$ cat src/rtl/advtim_run_ctrl.sv
// Run-sequence controller for advtim_cnt_gen.
// Sequences clear/arm/run/gap/done and owns the update and end flags.
module advtim_run_ctrl #(
    parameter int GAP_W = 16
) (
    input  logic             pe_gen_clk,
    input  logic             pe_gen_rstn,
    input  logic             r_cen,
    input  logic             r_opm,
    input  logic             r_ug,
    input  logic             r_udis,
    input  logic             r_urs,
    input  logic [GAP_W-1:0] r_gap,
    input  logic             r_uie,
    input  logic             r_endie,
    input  logic             uif_clr,
    input  logic             endf_clr,
    input  logic             int_status_gen_reload,
    input  logic             pe_gen_tim_end,
    output logic             pe_gen_tim_enable,
    output logic             pe_gen_logic_clr,
    output logic             cfg_update,
    output logic             cen_clr,
    output logic             uif,
    output logic             endf,
    output logic             irq,
    output logic [2:0]       run_state
);

    typedef enum logic [2:0] {
        S_IDLE = 3'd0,
        S_CLR  = 3'd1,
        S_ARM  = 3'd2,
        S_RUN  = 3'd3,
        S_GAP  = 3'd4,
        S_DONE = 3'd5
    } state_t;

    state_t           state_q;
    state_t           state_d;
    logic [GAP_W-1:0] gap_cnt;
    logic             gap_hit;
    logic             rld_uev;
    logic             ug_uev;
    logic             uif_set;

    assign gap_hit = (gap_cnt == r_gap);
    assign rld_uev = int_status_gen_reload & ~r_udis & (state_q == S_RUN);
    assign ug_uev  = r_ug & ~r_cen & (state_q == S_IDLE);
    assign uif_set = rld_uev | (r_ug & ~r_urs);

    // State register; reset drops the generator enable at once.
    always_ff @(posedge pe_gen_clk or negedge pe_gen_rstn) begin
        if (!pe_gen_rstn) begin
            state_q <= S_IDLE;
        end else begin
            state_q <= state_d;
        end
    end

    // Next-state logic; in RUN disable beats ug, which beats tim_end.
    always_comb begin
        state_d = state_q;
        case (state_q)
            S_IDLE: begin
                if (r_cen) begin
                    state_d = S_CLR;
                end
            end
            S_CLR: begin
                state_d = S_ARM;
            end
            S_ARM: begin
                state_d = S_RUN;
            end
            S_RUN: begin
                if (!r_cen) begin
                    state_d = S_IDLE;
                end else if (r_ug) begin
                    state_d = S_CLR;
                end else if (pe_gen_tim_end) begin
                    state_d = r_opm ? S_DONE : S_GAP;
                end
            end
            S_GAP: begin
                if (!r_cen) begin
                    state_d = S_IDLE;
                end else if (gap_hit) begin
                    state_d = S_ARM;
                end
            end
            S_DONE: begin
                if (!r_cen) begin
                    state_d = S_IDLE;
                end
            end
            default: begin
                state_d = S_IDLE;
            end
        endcase
    end

    // Outputs decoded from the registered state plus the update event.
    always_comb begin
        pe_gen_tim_enable = 1'b0;
        pe_gen_logic_clr  = 1'b0;
        cfg_update        = rld_uev | ug_uev;
        case (state_q)
            S_CLR: begin
                pe_gen_logic_clr = 1'b1;
                cfg_update       = 1'b1;
            end
            S_ARM, S_RUN: begin
                pe_gen_tim_enable = 1'b1;
            end
            default: begin
                pe_gen_tim_enable = 1'b0;
            end
        endcase
    end

    // Idle-gap counter restarts from zero on every GAP entry.
    always_ff @(posedge pe_gen_clk or negedge pe_gen_rstn) begin
        if (!pe_gen_rstn) begin
            gap_cnt <= '0;
        end else if (state_q == S_GAP) begin
            gap_cnt <= gap_cnt + 1'b1;
        end else begin
            gap_cnt <= '0;
        end
    end

    // One-cycle software-enable clear on the DONE entry cycle.
    always_ff @(posedge pe_gen_clk or negedge pe_gen_rstn) begin
        if (!pe_gen_rstn) begin
            cen_clr <= 1'b0;
        end else begin
            cen_clr <= (state_d == S_DONE) && (state_q != S_DONE);
        end
    end

    // Sticky flags; a set event wins over a same-cycle clear.
    always_ff @(posedge pe_gen_clk or negedge pe_gen_rstn) begin
        if (!pe_gen_rstn) begin
            uif  <= 1'b0;
            endf <= 1'b0;
        end else begin
            uif  <= uif_set | (uif & ~uif_clr);
            endf <= pe_gen_tim_end | (endf & ~endf_clr);
        end
    end

    assign irq       = (uif & r_uie) | (endf & r_endie);
    assign run_state = state_q;

endmodule

$ cat config.mk
export PLATFORM = sky130hd
export DESIGN_NAME = advtim_run_ctrl
export DESIGN_NICKNAME = d
export VERILOG_FILES = /design/src/rtl/advtim_run_ctrl.sv
export SDC_FILE = /design/constraint.sdc
export NUM_CORES = 1
export LEC_CHECK = 0
export CORE_MARGIN = 5
export CORE_UTILIZATION = 52
export CTS_BUF_LIST = sky130_fd_sc_hd__clkbuf_4
export DETAILED_ROUTE_END_ITERATION = 8
export PLACE_DENSITY = 0.87
export SYNTH_ARGS = -nofsm -noshare
export SYNTH_HDL_FRONTEND = slang
export SYNTH_SLANG_ARGS = --single-unit
$ cat constraint.sdc
create_clock -name pe_gen_clk -period 2.4 [get_ports pe_gen_clk]
set_input_delay 0.24 -clock pe_gen_clk [delete_from_list [all_inputs] [get_ports pe_gen_clk]]
set_output_delay 0.24 -clock pe_gen_clk [all_outputs]
set_load 0.005 [all_outputs]
## Word level (Yosys, flattened, before mapping)

Cells that the tools add are included.

- Register bits after elaboration: 22
- Output and inout port bits: 10
- Logic and storage cells: 49

- Add/sub/neg operators: 1
- Equality and inequality tests: 8
- Muxes and demuxes: 13
- Bitwise logic cells: 19
- Reductions and logical operators: 3

Operators with widths:

| kind | count |
|---|---|
| 2-to-1 mux 3 bit | 7 |
| one-hot mux 3 bit (6 select lines) | 1 |
| adder 16 x 1 -> 16 bit, second input constant | 1 |
| == test 16 bit | 1 |
| 2-to-1 mux 16 bit | 1 |
| AND 1 bit | 9 |
| == test 3 bit, second input constant | 3 |
| == test 3 x 2 -> 1 bit, second input constant | 2 |
| NOT 1 bit | 5 |
| bitwise OR 1 bit | 5 |
| 2-to-1 mux 1 bit | 4 |
| == test 3 x 1 -> 1 bit, second input constant | 1 |
| logical NOT 3 bit | 1 |
| != test 3 bit, second input constant | 1 |
| OR reduction 2 bit | 1 |
| logical AND 1 bit | 1 |

## Depth between registers and ports, before layout

Gate-level depths: netlist of the first run.

- Word-level depth: 7
- Depth in mapped cells: 6

## Worst setup path before layout of the first run

Ideal clock, no wire load.

- Kind: register -> register
- Start point: register gap_cnt[0]
- End point: register gap_cnt[12]
- Setup time: 0.077 ns
- Arrival: 1.400 ns
- Path slack: 0.923 ns
- Cell stages (with the launch flop): 7
- Period minus slack after synthesis: 1.477 ns
- Path through: dfrtp_1 ha_1 and3_1 buf_2 nand3_2 or3_1 a21oi_1

- Cells in the longest elaborated chain, start to end: 2

RTL lines:

| item | line | RTL |
|---|---|---|
| start, declared | 41 | `logic [GAP_W-1:0] gap_cnt;` |
| start signal, assigned | 127 | `gap_cnt <= gap_cnt + 1'b1;` |
| adder 16 x 1 -> 16 bit | 127 |  |
| 2-to-1 mux 16 bit | 126 | `end else if (state_q == S_GAP) begin` |

No other way between the ends.

## Worst setup path after layout of the first run

- Start point: register state_q[0], in the netlist run_state[0]
- End point: output cfg_update

- Cells in the longest elaborated chain, start to end: 4

RTL lines:

| item | line | RTL |
|---|---|---|
| start, declared | 39 | `state_t state_q;` |
| start signal, assigned | 57 | `state_q <= state_d;` |
| == test 3 x 2 -> 1 bit or logical NOT 3 bit (tied branches) | 48, 49 |  |
| AND 1 bit, on equally long branches | 48, 49 |  |
| bitwise OR 1 bit | 107 | `cfg_update = rld_uev \| ug_uev;` |
| 2-to-1 mux 1 bit * | 108 | `case (state_q)` |
| end, declared | 22 | `output logic cfg_update,` |

Mark *: on every way between the ends. The rest lies on a longest branch, timed or not.

==> results.toml, run 1 <==
[placed_design]
post-dp-hpwl_um = 2470
post-place-ws_ns = 0.4520
gp_congestion = 0.8795
portBuffers = 38
place_area_sq_mm = 0.001685

[logic_synthesis]
synth_seq_cells = 22
synthCells = 132
synthFlopType = "dfrtp_1"
synth_area_sq_mm = 0.001276
ys_types = 36
synth-seq-area-share = 0.4314
synth_edf_count = 0
yosysWarnings = 0
synth_nets = 162
avgSynthCellArea_sq_um = 9.668
synthArstFlopShare = 1.000

[setup_path]
critPathBufInv = 1
slowest_delay_ns = 0.58
crit_path_max_fanout = 13
path_class = "register to primary output"
startpoint_type = "register"
cp.required_ns = 2.16
slowest_stage = "dfrtp_1"
crit_path_cell_trace = "nand3b_1, o21a_1, nor2_1, clkdlybuf4s50_1"
cp_top_family = "flip-flops"
critical_path.startpoint = "run_state[0]"
worst_r2r_startpoint = "gap_cnt[0]"
end_kind = "primary output"
crit_arrival_ns = 1.76

[floorplan]
fp.coreArea_sq_mm = 0.002410
rows = 18
die_x_um = 59.54
die-height_um = 59.54
die_area_sq_mm = 0.003545
initial_core_util = 0.5296
ios = 39

[sta]
tightest_slew_ns = 0.3598
period_share = 0.8314
rsz0062_at_grt = "no"
hold_viol_final = 0
slew_viol_final = 0
finalSetupTns_ns = 0
skew_ns = 0.001991
setup_viol_count_final = 0
fin_ws_ns = 0.4048
finalCriticalPeriod_ns = 1.995
slew_headroom = 0.7601
max_clock_freq_ghz = 0.5012

[final_layout]
final_cell_mix = "38 x clkdlybuf4s50_1, 24 x xor2_1, 22 x dfrtp_1"
final_common_cell = "clkdlybuf4s50_1"
stdcell_area_sq_mm = 0.001712
nets = 202
syn_to_final_growth_pct = 34.12
postLayoutCoreUtil = 0.7103
final_layout_size_suffix_gt1_frac = 0.04678
antenna_cells = 0

[clock_tree]
clock_latency_ns = 0.30
clock-sinks = 22
tritoncts = "built"
clk_pin_slew_worst_paths_ns = 0.12
cts_setup_buffers = 0
clockBufferDepth = 2
cts_buffers = 3
post_cts_resized = 0
clockRootBuffer = "clkbuf_4"
cts_hold_buf = 0
htreeDepth = 1

[status]
run_status = "finished clean"

[grt]
grt_pass1_wl_um = 4871
grt.met2_usage = 0.3245
grt_overflow = 0
busiest_layer = "met2"
use_met1 = 0.2036
globalRouteTotalUtil = 0.1814
grt_pass1_vias = 1136
grtUsageMet3 = 0.03486
antenna_found_initial = 0
grt_max_degree = 23

[routing]
drtIter0Drc = 30
postRouteAntennaNets = 0
wl_um = 3060
firstDrtPassIters = 4
drc = 0
vias_per_cell = 5.522
wire_per_inst_um = 15.22
num_vias = 1110

[power_and_ir_drop]
leakage_uw = 0.0007219
powerDensity_mw_per_mm2 = 542.9
ir_drop_mv = 0.5138

[min_path]
hp-class = "primary input to async pin"

[run]
maxCapViolCount = 0
## registers in the layout, summed over array words and instances (netlist names)
name and count:
gap_cnt 16, run_state 3, cen_clr 1, endf 1, uif 1
## cell families after synthesis
group	count (synthesis)	synth area share
buffers and inverters	9	0.03039
DFF	22	0.4314
AOI/OAI and AO/OA	19	0.1000
adders and majority gates	1	0.009802
xor gates and xnor gates	26	0.1784
and+or+nand+nor	55	0.2500
## synthesized netlist by cell type (all sizes together), types with 2 or more instances
cell type   n  area share
a21oi       4       0.016
buf         4       0.016
and4        4       0.029
nand2b      4       0.020
o21ai       5       0.020
xnor2       2       0.014
inv         4       0.012
nand2       7       0.021
nor2       15       0.044
or3         3       0.015
nor4        4       0.020
nand3       6       0.037
dfrtp      22        0.43
nand4       4       0.020
nor3b       3       0.018
xor2       24        0.16
## worst paths after layout
check | cells past startpoint | slack, ns | endpoint
setup / recovery | 4 | 0.40 | cfg_update
hold / removal | 2 | 0.27 | gap_cnt[4]
setup reg to reg | 5 | 0.70 | gap_cnt[14]
hold reg to reg | 1 | 0.53 | endf
max in group asynchronous | 2 | 1.91 | gap_cnt[14]
min in group pe_gen_clk | 3 | 0.52 | endf
## report_power, final
group          leakage [uW]  switching (uW)  internal (uW)
sequential         0.000297            56.2            396
clock             0.0000154             112           60.6
combinational      0.000410             105            200
total              0.000722             273            656
## worst register-to-register path, stage by stage (launching register included)
cell and delay, ns:
dfrtp_1 0.44, ha_1 0.21, and3_1 0.31, nand3_2 0.16, or3_1 0.36, a21oi_1 0.15
## cell type report
cell class	instances	area, sq um
fill	186	698.2
multi-input combinational	101	686.9
sequential	22	550.5
timing repair buffer	40	395.4
tap	30	37.54
clock buffer	3	22.52
inverter	4	15.01
clock inverter	1	3.754
## metrics by stage
| stage | total power (uW) | std cells | hold slack [ns] |
|---|---|---|---|
| 2_1_floorplan | 568.4 | 132 | -0.05559 |
| 3_3_place_gp | 753.2 | 197 | 0.4895 |
| 3_5_place_dp | 767.6 | 197 | 0.5134 |
| 4_1_cts | 935.1 | 201 | 0.2802 |
| 5_1_grt | 982.3 | 201 | 0.2836 |
| 6_report | 929.2 | 201 | 0.2707 |
## per-layer routing
| metal | vias to the layer above | share of wire |
|---|---|---|
| met5 | - | 0 |
| met4 | 0 | 0.015 |
| met3 | 6 | 0.044 |
| met2 | 28 | 0.53 |
| met1 | 538 | 0.41 |
| li1 | 538 | - |
Power figures use the tool's default switching activity.
==> inputs of run 2 (changes only) <==
- CORE_UTILIZATION: 52 -> 43
- PLACE_DENSITY: 0.87 -> 0.76
- clock period: 2.4 -> 1.65 ns (I/O delays scaled with it)
==> run 2 against run 1 <==
Net effect: combinational power up 67%; die area grew 17%; final cell count increased by 4.5%; critical endpoint is now pe_gen_tim_enable; critical path type unchanged; sequential share of layout area decreased by 1.1 points.
==> results.toml, run 2 (synthesis results as in run 1) <==
[setup_path]
slowest_delay_ns = 0.49
slowest_stage = "clkdlybuf4s50_1"
path_class = "register to primary output"
crit_path_max_fanout = 3
crit_arrival_ns = 1.44
startpoint_type = "register"
crit_path_cell_trace = "nand2b_4, inv_1, clkdlybuf4s50_1"
end_kind = "primary output"
cp.required_ns = 1.48
worst_r2r_startpoint = "gap_cnt[1]"
critical_path.startpoint = "run_state[2]"

[clock_tree]
htreeDepth = 1
clockBufferDepth = 2
clock_latency_ns = 0.31
clk_pin_slew_worst_paths_ns = 0.13
cts_hold_buf = 0
tritoncts = "built"
clock-sinks = 22
clockRootBuffer = "clkbuf_4"
cts_buffers = 3

[power_and_ir_drop]
power.share.sequential = 0.453
combPwrFrac = 0.362
powerDensity_mw_per_mm2 = 787.6
switching_power_uw = 413.7
p_int_uw = 989.6
ir_drop_mv = 0.4489
leakage_uw = 0.0007652
clock_power_share = 0.185
swShare = 0.2948

[final_layout]
final_common_cell = "clkdlybuf4s50_1"
largest_reg_flops = 16
final_cell_mix = "36 x clkdlybuf4s50_1, 24 x xor2_1, 19 x dfrtp_1"
nets = 210
filler_cell_count = 245
regMostFlops = "gap_cnt"
antenna_cells = 0
finalNonFillerCells = 210
syn_to_final_growth_pct = 39.61
final_layout_size_suffix_gt1_frac = 0.1117

[placed_design]
post-place-ws_ns = 0.01734
post-dp-hpwl_um = 2333
dp.cells = 204
gp_congestion = 0.8084
portBuffers = 38

[grt]
grt_overflow = 0
grt_pass1_vias = 1166
globalRouteTotalUtil = 0.1538
grt_max_degree = 23
grt_pass1_wl_um = 5147
antenna_found_initial = 0

[sta]
hold_viol_final = 0
skew_ns = 0.005599
slew_headroom = 0.7826
max_clock_freq_ghz = 0.6249
holdWs_ns = 0.1889
finalCriticalPeriod_ns = 1.600
slew_viol_final = 0
period_share = 0.9698
tightest_slew_ns = 0.3231
setup_viol_count_final = 0
fin_ws_ns = 0.04982

[routing]
drtIter0Drc = 40
drc = 0
wl_um = 3040
wire_per_inst_um = 14.48
num_vias = 1153
vias_per_cell = 5.490
firstDrtPassIters = 4
postRouteAntennaNets = 0

[floorplan]
ios = 39
initial_core_util = 0.4550
die-height_um = 64.48
die_area_sq_mm = 0.004158
fp.coreArea_sq_mm = 0.002805
rows = 19
die_x_um = 64.48

[status]
run_status = "finished clean"

[min_path]
hp-class = "primary input to async pin"

[run]
maxCapViolCount = 0
run 2: changes by cell type in the layout (fill, tap and decap cells not counted):
| cell | delta |
|---|---|
| dfrtp_1 | -3 |
| dfrtp_2 | +3 |
| dlygate4sd2_1 | +2 |
| nand2b_1 | -1 |
| nand2b_4 | +1 |
| clkdlybuf4s50_1 | -2 |
| buf_4 | +8 |
run 2: worst max-delay path: cells and delay by family (launching register included):
family | cells | cell delay (ns)
buffers and inverters | 2 | 0.54
DFF | 1 | 0.44
and+or+nand+nor | 1 | 0.15
run 2: path summary, 6_finish.rpt:
kind / endpoint / slack (ns) / cells after the start
min: gap_cnt[15] / 0.19 / 2
max reg2reg: gap_cnt[14] / 0.13 / 5
min in group pe_gen_clk: endf / 0.44 / 3
max: pe_gen_tim_enable / 0.05 / 3
max in group asynchronous: run_state[1] / 1.22 / 2
min reg2reg: gap_cnt[0] / 0.50 / 1
run 2: layout make-up:
class                           count  area [sq um]  share of cell area
Clock buffer                        3         22.52             0.01264
Clock inverter                      1         3.754            0.002107
Inverter                            4         15.01            0.008427
Multi-Input combinational cell    101         694.4              0.3897
Sequential cell                    22         554.3              0.3111
Tap cell                           31         38.79             0.02177
Timing Repair Buffer               48         452.9              0.2542
run 2: metal layers:
| metal | global-route usage | wire (um) | part of all wire | up-vias |
|---|---|---|---|---|
| li1 | - | - | - | 558 |
| met1 | 0.1976 | 1363 | 0.45 | 555 |
| met2 | 0.2668 | 1473 | 0.48 | 38 |
| met3 | 0.02936 | 186 | 0.061 | 2 |
| met4 | 0.03958 | 17 | 0.0056 | 0 |
| met5 | 0 | 0 | 0 | - |
run 2: timing repair:
| action | in CTS | in global routing |
|---|---|---|
| endpoints found under the hold margin | 0 | 0 |
| endpoints found under the setup margin | 3 | 2 |
| resized for setup | 4 | 2 |
| buffers inserted | 2 | 0 |
run 2: per-stage QoR:
step                instance area (sq um)  total power [uW]  utilization   TNS [ns]
CTS                                  1773              1395       0.6320          0
floorplan                            1276             826.8            -          0
global route                         1782              1498       0.6351  -0.008372
finish                               1782              1403       0.6351          0
global placement                     1732              1121       0.6173          0
detailed placement                   1732              1129       0.6173          0
run 2: power groups by stage:
| stage | Combinational [uW] | Sequential (uW) | Clock, uW |
|---|---|---|---|
| global placement | 480 | 641 | 0 |
| detailed placement | 486 | 643 | 0 |
| floorplan | 194 | 633 | 0 |
| CTS | 500 | 627 | 268 |
| global route | 554 | 643 | 301 |
| finish | 507 | 636 | 260 |
